**src/rtl/fp_arb_pkg.sv**
```systemverilog
// ============================================================================
// Module      : fp_arb_pkg
// Description : Shared constants and tag type for the two-requester FP adder
//               arbiter and its result-tag pipeline.
// Revision    : 1.0 - initial release
// ============================================================================
`default_nettype none

package fp_arb_pkg;

  // Requester identifiers, also the adder input mux select encoding
  localparam logic REQ0 = 1'b0;
  localparam logic REQ1 = 1'b1;

  // Default datapath width (IEEE-754 single) and adder latency
  localparam int DEF_WIDTH = 32;
  localparam int DEF_LAT   = 3;

  // One in-flight operation: occupied flag plus originating requester
  typedef struct packed {
    logic valid;
    logic id;
  } tag_t;

endpackage

`default_nettype wire

```
**src/rtl/fp_tag_pipe.sv**
```systemverilog
// ============================================================================
// Module      : fp_tag_pipe
// Description : LAT-deep shift register of {valid, id} tags that tracks each
//               issued adder operation until its result emerges.
// Revision    : 1.0 - initial release
// ============================================================================
`default_nettype none

module fp_tag_pipe
  import fp_arb_pkg::*;
#(
  parameter int LAT = DEF_LAT
) (
  input  logic clk,
  input  logic rst,
  input  logic in_valid_i,
  input  logic in_id_i,
  output logic out_valid_o,
  output logic out_id_o
);

  // Stage 0 holds the newest tag, stage LAT-1 the one whose result is due
  tag_t [LAT-1:0] stage_q;
  tag_t           w_tag_in;

  assign w_tag_in = '{valid: in_valid_i, id: in_id_i};

  generate
    if (LAT == 1) begin : g_single
      // Single stage: the tag simply lags the issue by one cycle
      always_ff @(posedge clk or posedge rst) begin
        if (rst) stage_q <= '0;
        else     stage_q <= w_tag_in;
      end
    end else begin : g_multi
      // Shift unconditionally so tags keep moving even when issue is idle
      always_ff @(posedge clk or posedge rst) begin
        if (rst) stage_q <= '0;
        else     stage_q <= {stage_q[LAT-2:0], w_tag_in};
      end
    end
  endgenerate

  assign out_valid_o = stage_q[LAT-1].valid;
  assign out_id_o    = stage_q[LAT-1].id;

endmodule

`default_nettype wire

```
**src/rtl/fp_add_arbiter.sv**
```systemverilog
// ============================================================================
// Module      : fp_add_arbiter
// Description : Round-robin arbiter sharing one pipelined FP adder between two
//               requesters; registers the winning operands, drives the adder
//               mux select and steers result-valid back to the issuer.
// Revision    : 1.0 - initial release
// ============================================================================
`default_nettype none

module fp_add_arbiter
  import fp_arb_pkg::*;
#(
  parameter int WIDTH = DEF_WIDTH,
  parameter int LAT   = DEF_LAT
) (
  input  logic             clk,
  input  logic             rst,
  input  logic             en,
  input  logic             req0_valid,
  input  logic [WIDTH-1:0] req0_a,
  input  logic [WIDTH-1:0] req0_b,
  output logic             req0_ready,
  input  logic             req1_valid,
  input  logic [WIDTH-1:0] req1_a,
  input  logic [WIDTH-1:0] req1_b,
  output logic             req1_ready,
  output logic             sel,
  output logic             op_valid,
  output logic [WIDTH-1:0] op_a,
  output logic [WIDTH-1:0] op_b,
  input  logic [WIDTH-1:0] res_in,
  output logic [WIDTH-1:0] res_out,
  output logic             res0_valid,
  output logic             res1_valid
);

  logic             ptr_q, ptr_d;
  logic             op_valid_q;
  logic             sel_q;
  logic [WIDTH-1:0] op_a_q, op_b_q;
  logic             w_grant0, w_grant1;
  logic             w_tail_valid, w_tail_id;

  // Grant decision: an uncontested request always wins, a contested one
  // goes to the requester the pointer favours; nothing is granted in reset
  always_comb begin
    w_grant0 = !rst && en && req0_valid && (!req1_valid || (ptr_q == REQ0));
    w_grant1 = !rst && en && req1_valid && (!req0_valid || (ptr_q == REQ1));
    ptr_d    = ptr_q;
    if (w_grant0)      ptr_d = REQ1;
    else if (w_grant1) ptr_d = REQ0;
  end

  assign req0_ready = w_grant0;
  assign req1_ready = w_grant1;

  // Issue register: capture the winner's operands; hold them when idle
  always_ff @(posedge clk or posedge rst) begin
    if (rst) begin
      ptr_q      <= REQ0;
      op_valid_q <= 1'b0;
      sel_q      <= REQ0;
      op_a_q     <= '0;
      op_b_q     <= '0;
    end else begin
      ptr_q      <= ptr_d;
      op_valid_q <= w_grant0 || w_grant1;
      if (w_grant0) begin
        sel_q  <= REQ0;
        op_a_q <= req0_a;
        op_b_q <= req0_b;
      end else if (w_grant1) begin
        sel_q  <= REQ1;
        op_a_q <= req1_a;
        op_b_q <= req1_b;
      end
    end
  end

  assign op_valid = op_valid_q;
  assign sel      = sel_q;
  assign op_a     = op_a_q;
  assign op_b     = op_b_q;

  fp_tag_pipe #(
    .LAT (LAT)
  ) u_tag_pipe (
    .clk         (clk),
    .rst         (rst),
    .in_valid_i  (op_valid_q),
    .in_id_i     (sel_q),
    .out_valid_o (w_tail_valid),
    .out_id_o    (w_tail_id)
  );

  assign res_out    = res_in;
  assign res0_valid = !rst && w_tail_valid && (w_tail_id == REQ0);
  assign res1_valid = !rst && w_tail_valid && (w_tail_id == REQ1);

endmodule

`default_nettype wire

```
**config.mk**
```make
export PLATFORM = sky130hd
export DESIGN_NAME = fp_add_arbiter
export DESIGN_NICKNAME = d
export VERILOG_FILES = /design/src/rtl/fp_arb_pkg.sv /design/src/rtl/fp_tag_pipe.sv /design/src/rtl/fp_add_arbiter.sv
export SDC_FILE = /design/constraint.sdc
export NUM_CORES = 1
export LEC_CHECK = 0
export CAP_MARGIN = 20
export CORE_AREA = 4 4 120 122
export CTS_CLUSTER_DIAMETER = 150
export DETAILED_ROUTE_END_ITERATION = 8
export DIE_AREA = 0 0 124 126
export PLACE_DENSITY = 0.71
export SETUP_SLACK_MARGIN = 0.1
export SLEW_MARGIN = 30
export SYNTH_ARGS = -nofsm -noshare
export SYNTH_HDL_FRONTEND = slang
export SYNTH_SLANG_ARGS = --single-unit
export TNS_END_PERCENT = 50
```
**constraint.sdc**
```tcl
create_clock -name clk -period 2.4 [get_ports clk]
set_input_delay 0.24 -clock clk [delete_from_list [all_inputs] [get_ports clk]]
set_output_delay 0.24 -clock clk [all_outputs]
set_load 0.005 [all_outputs]
```
; ---- After elaboration in Yosys (flattened, before gate mapping)
; Index checks and enable logic that the tools add are counted.
[word_totals]
mem_bits_ro = 0
reg_bits = 73
mem_count = 0
in_bits = 165
ram_bits = 0
latch_bits = 0
elab_cells = 36
[op_classes]
n_reduce_logical = 15
shifts = 0
magnitude_cmp = 0
n_eq_ne = 0
div = 0
n_bitwise = 2
muxes = 8
n_addsub = 0
mul = 0
[op_table]
columns = operator, n
row1 = two-way mux 32 bit, 4
row2 = logical AND 1 bit, 8
row3 = two-way mux 1 bit, 4
row4 = logical NOT 1 bit, 3
row5 = logical OR 1 bit, 3
row6 = inverter 1 bit, 2
row7 = nonzero test 2 bit, 1

; ---- Depth between registers and ports, before layout
[depth]
ltp_word = 6
ltp_mapped = 5
mapped_depth_nobuf = 3

; ---- Modules after synthesis
; A second synthesis with hierarchy kept.
[hier_totals]
hier_cells = 356
area_unflattened_um2 = 3857.4
[by_module_without_submodules]
columns = mod, instances, cells_each, seq_area_each_um2, area_per_inst_um2
row1 = fp_add_arbiter, 1, 349, 1676.6, 3703.6
row2 = fp_tag_pipe, 1, 7, 150.1, 153.9

; ---- Worst setup path after synthesis
; No wires, ideal clock.
[synth_timing]
path_type = input port to output port
startpoint = input port rst
endpoint = output port res1_valid
cell_stages = 2
arrival_ps = 2147
path_slack_ps = 13
required_ps = 2160
cell_sequence = inv_1 and3_1
[synth_between]
elab_chain_cells = 3
[synth_rtl]
columns = element, line
row1 = "start, declared", fp_add_arbiter.sv:17  ; input logic rst,
row2 = logical NOT 1 bit, fp_add_arbiter.sv:98  ; assign res1_valid = !rst && w_tail_valid && (w_tail_id == REQ1);
row3 = logical AND 1 bit (2 in series), fp_add_arbiter.sv:98
row4 = "end, declared", fp_add_arbiter.sv:34  ; output logic res1_valid
; No other way between the ends.

; ---- Worst setup path after layout
[layout_timing]
startpoint = input port rst
endpoint = output port req0_ready
[layout_between]
elab_chain_cells = 4
[layout_rtl]
columns = element, line
row1 = logical NOT 1 bit, fp_add_arbiter.sv:47  ; w_grant0 = !rst && en && req0_valid && (!req1_valid || (ptr_q == REQ0));
row2 = logical AND 1 bit (3 in series), fp_add_arbiter.sv:47
row3 = "end, declared", fp_add_arbiter.sv:22  ; output logic req0_ready,
; No other way between the ends.

==> out/qor_table.md <==
| Step | Metric | Value |
|---|---|---|
| outcome | Outcome | finished, final reports clean |
| final layout | Area of the multi-input gates | 1640 µm² |
| synth | Synthesized netlist cell count | 354 |
| final layout | Proportion of layout cells with a drive suffix above 1 | 0.0627 |
| final layout | Sequential cell area | 1830 µm² |
| pwr | Pwr/cell area | 671 nW/µm² |
| clocking | Buffers inserted by post-CTS timing repair | 0 |
| critical path | Critical Path Max Stage Delay | 0.55 ns |
| pwr | Clock share of power | 0.304 |
| place | Count of port buffers added during placement | 202 |
| place | Cell area after placement | 5820 µm² |
| detailed routing | First-pass iteration count of the detailed router | 5 |
| pwr | Sequential fraction of design power | 0.387 |
| clocking | Number of buffers added by the clock tree synthesis step | 9 |
| synth | Synth area leaders | dfrtp_1, a311o_1, o21a_1, and3_1, buf_4 |
| synth | Mux cell area share after synthesis | 0 |
| final layout | Final-layout fill cell count | 1240 |
| detailed routing | Detailed-route DRC error count | 0 |
| place | Weighted congestion reported at the end of routability-driven placement | 0.763 |
| global routing | Met2 Use GR | 0.307 |
| clocking | Clock Sink Count | 73 |
| hold path | Hold Crit Class | reg -> reg |
| synth | Register area share after synthesis | 0.464 |
| timing | Final setup viols | 0 |
| timing | Post-layout minimum cycle time | 2.23 ns |
| timing | TNS Setup | 0 ns |
| pwr | Fraction of power spent switching nets | 0.256 |
| clocking | Clock Latency Late Sink | 0.33 ns |
| timing | RSZ-0062 raised after global routing | false |
| floorplanning | Number of rows in the core area | 42 |
| final layout | Commonest cells after routing, fill and taps aside | clkdlybuf4s50_1, dfrtp_1, and3_1 |
| pwr | Cell internal pwr | 3.04 mW |
| synth | Post-synthesis net count | 519 |
| synth | Mean Syn Cell Area | 11.1 µm² |
| detailed routing | Number of vias after detailed routing | 3520 |
| synth | Cell taking the most area after synthesis | dfrtp_1 |
| synth | Synth top area share | 0.464 |
| global routing | Global-route wire length before repair | 20.4 mm |
| synth | Number of warning messages in the yosys log | 0 |
| detailed routing | DR vias/cell | 5.13 |
| pwr | Net switching power of the design | 1.05 mW |
| final layout | Nets@finish | 670 |
| timing | Fin crit share | 0.930 |
| critical path | Data required time of the worst path | 2.16 ns |
| global routing | Pin count of the biggest net entering global routing | 66 |
| global routing | Met1 global-route usage | 0.168 |
| critical path | Critical-path cell with the highest stage delay | clkdlybuf4s50_1 |
| critical path | Most common cell type on the critical path | clkdlybuf4s50_1 |
| floorplanning | Die Outline Area | 15600 µm² |
| final layout | Number of antenna cells inserted | 0 |
| synth | Register bit total from synthesis | 73 |
| floorplanning | Effective utilization at floorplan | 0.299 |
| timing | Maximum frequency from static timing analysis | 448 MHz |
| synth | Area share of xor/xnor cells in the synthesized design | 0 |
| detailed routing | Number of nets with antenna violations after detailed routing | 0 |
| global routing | Via count of the first global-routing pass | 3925 |
| critical path | Number of buffer and inverter stages on the critical path | 3 |
| timing | Worst slew pin tran | 0.765 ns |
| timing | Fin. Hold Viols | 0 |
| critical path | Family with the most delay on the worst path | buffers and inverters |
| detailed routing | Drt wl/cell | 19.5 µm |
| synth | Post-synthesis cell type count | 19 |
| floorplanning | Count of boundary I/O pins | 267 |
| pwr | Part of the total power dissipated in combinational logic | 0.309 |
| detailed routing | Iter 0 DRT Violations | 99 |
| synth | Share of synthesized cell area in and, or, nand and nor gates | 0.121 |
| clocking | Post-CTS sizing | 0 |
| place | Final HPWL DP | 8.80 mm |
| global routing | Global route total overflow | 0 |
| critical path | Data arrival at the endpoint of the critical path | 1.99 ns |
| clocking | Maximum level of the CTS H-tree | 3 |
| clocking | Clock transition at path regs | 0.06 ns |
| floorplanning | DIE WIDTH | 124 µm |
| critical path | Kind of start point of the critical path | primary input |
| timing | Hold WS | 0.348 ns |
| floorplanning | Placeable Area | 13200 µm² |
| timing | Number of max-slew violations in the final report | 0 |
| clocking | TritonCTS clock tree | yes |
| clocking | Root Buffer | clkbuf_16 |
| critical path | Worst path cell trace | clkdlybuf4s50_1, and3b_4, nand2_2, inv_1, clkdlybuf4s50_1 |
| pwr | Static leakage | 2.61 nW |
| final layout | Most common cell after layout, fill and taps aside | clkdlybuf4s50_1 |
| detailed routing | Post-Route WL | 13.4 mm |
| timing | Fin Clk Skew | 0.00398 ns |
| critical path | CP Capture Type | primary output |
| final layout | Area growth from synthesis to layout | 55.0% |
| synth | Netlist Area Pre-Place | 3940 µm² |
| pwr | Worst IR drop on VDD | 0.295 mV |
| synth | Combinational family with the most area after synthesis | compound AO/OA/AOI/OAI gates |
| synth | Adder-cell share of the synthesized area | 0 |
| final layout | Area of all placed cells without fillers | 6100 µm² |
| clocking | Post-CTS Hold Fix Bufs | 0 |
| global routing | Most congested layer reported by global routing | met2 |
| critical path | Type of the worst setup path | in -> out |
| flow run | Max-cap viol count | 0 |
| global routing | Global-route track usage on met3 | 0.0637 |
| critical path | Max FO, Critical Path | 15 |
| floorplanning | Vert. Die Dim | 126 µm |
| clocking | Largest buffer count on any clock path | 2 |
| timing | Max_slew headroom | 0.490 |
| synth | Fraction of the mapped netlist area in compound gates | 0.289 |
| global routing | Initial antenna violation count | 0 |
| global routing | Overall global routing resource usage | 0.167 |
==> worst reg2reg max path: cells and delay by family, from the launching register on <==
| family | cells | cell delay, ns |
|---|---|---|
| compound gates | 1 | 0.32 |
| buf+inv | 1 | 0.25 |
| flops | 1 | 0.39 |
| simple gates | 2 | 0.35 |
==> final cells by class <==
class                      count  share of cell area
timing repair buffer         213               0.349
sequential                    73               0.299
multi-input combinational    206               0.269
clock buffer                  13              0.0426
tap                          176              0.0361
clock inverter                 3             0.00246
inverter                       2             0.00185
==> cells in the mapped netlist, drive strengths merged <==
cell type	count
a21o	1
a311o	64
a41oi	1
and3	65
and3b	1
buf	52
clkbuf	22
dfrtp	73
inv	2
nand2	2
nand2b	1
nor2	3
nor2b	1
nor3b	2
o21a	64
==> power groups by stage <==
stage / Sequential, mW / Clock (mW) / Combinational [mW]
6_report: 1.58 / 1.24 / 1.26
5_1_grt: 1.61 / 1.35 / 1.37
4_1_cts: 1.59 / 1.29 / 1.28
3_5_place_dp: 1.61 / 0 / 1.27
3_3_place_gp: 1.60 / 0 / 1.26
2_1_floorplan: 1.61 / 0 / 0.525
==> flip-flops by register name, indices dropped and copies added (netlist names) <==
| signal | cells |
|---|---|
| op_a | 32 |
| op_b | 32 |
| u_tag_pipe.stage_q | 4 |
| op_valid | 1 |
| ptr_q | 1 |
| sel | 1 |
| u_tag_pipe.out_id_o | 1 |
| u_tag_pipe.out_valid_o | 1 |
==> cell families (layout without fill, tap and decap cells) <==
family                 Yosys count  count (layout)
AO/OA/AOI/OAI                  130             130
buffers and inverters           76             231
flip-flops                      73              73
AND/OR/NAND/NOR                 75              76
==> through the flow <==
stage	instances	setup slack (ns)	total power, mW	utilization
2_1_floorplan	354	0.486	2.14	-
3_3_place_gp	669	0.182	2.85	0.441
3_5_place_dp	669	0.129	2.88	0.441
4_1_cts	685	0.143	4.16	0.462
5_1_grt	686	0.115	4.33	0.463
6_report	686	0.167	4.09	0.463
==> metal layers <==
| layer | part of all wire | vias to the layer above |
|---|---|---|
| met5 | 0 | - |
| met4 | 0.020 | 0 |
| met3 | 0.098 | 26 |
| met2 | 0.51 | 157 |
| met1 | 0.37 | 1705 |
| li1 | - | 1632 |
==> worst paths after layout <==
kind                                             from                     end  slack, ns  depth (start not counted)
worst min register to register  u_tag_pipe.stage_q[3]  u_tag_pipe.out_valid_o       0.35                          0
worst max-delay path                              rst              req0_ready       0.17                          5
max in group asynchronous                         rst                   ptr_q       0.90                          4
worst max register to register                  ptr_q                 op_a[9]       0.97                          4
min in group asynchronous                         rst                op_a[29]       0.55                          3
worst min-delay path            u_tag_pipe.stage_q[3]  u_tag_pipe.out_valid_o       0.35                          0
(Power assumes the default switching activity.)
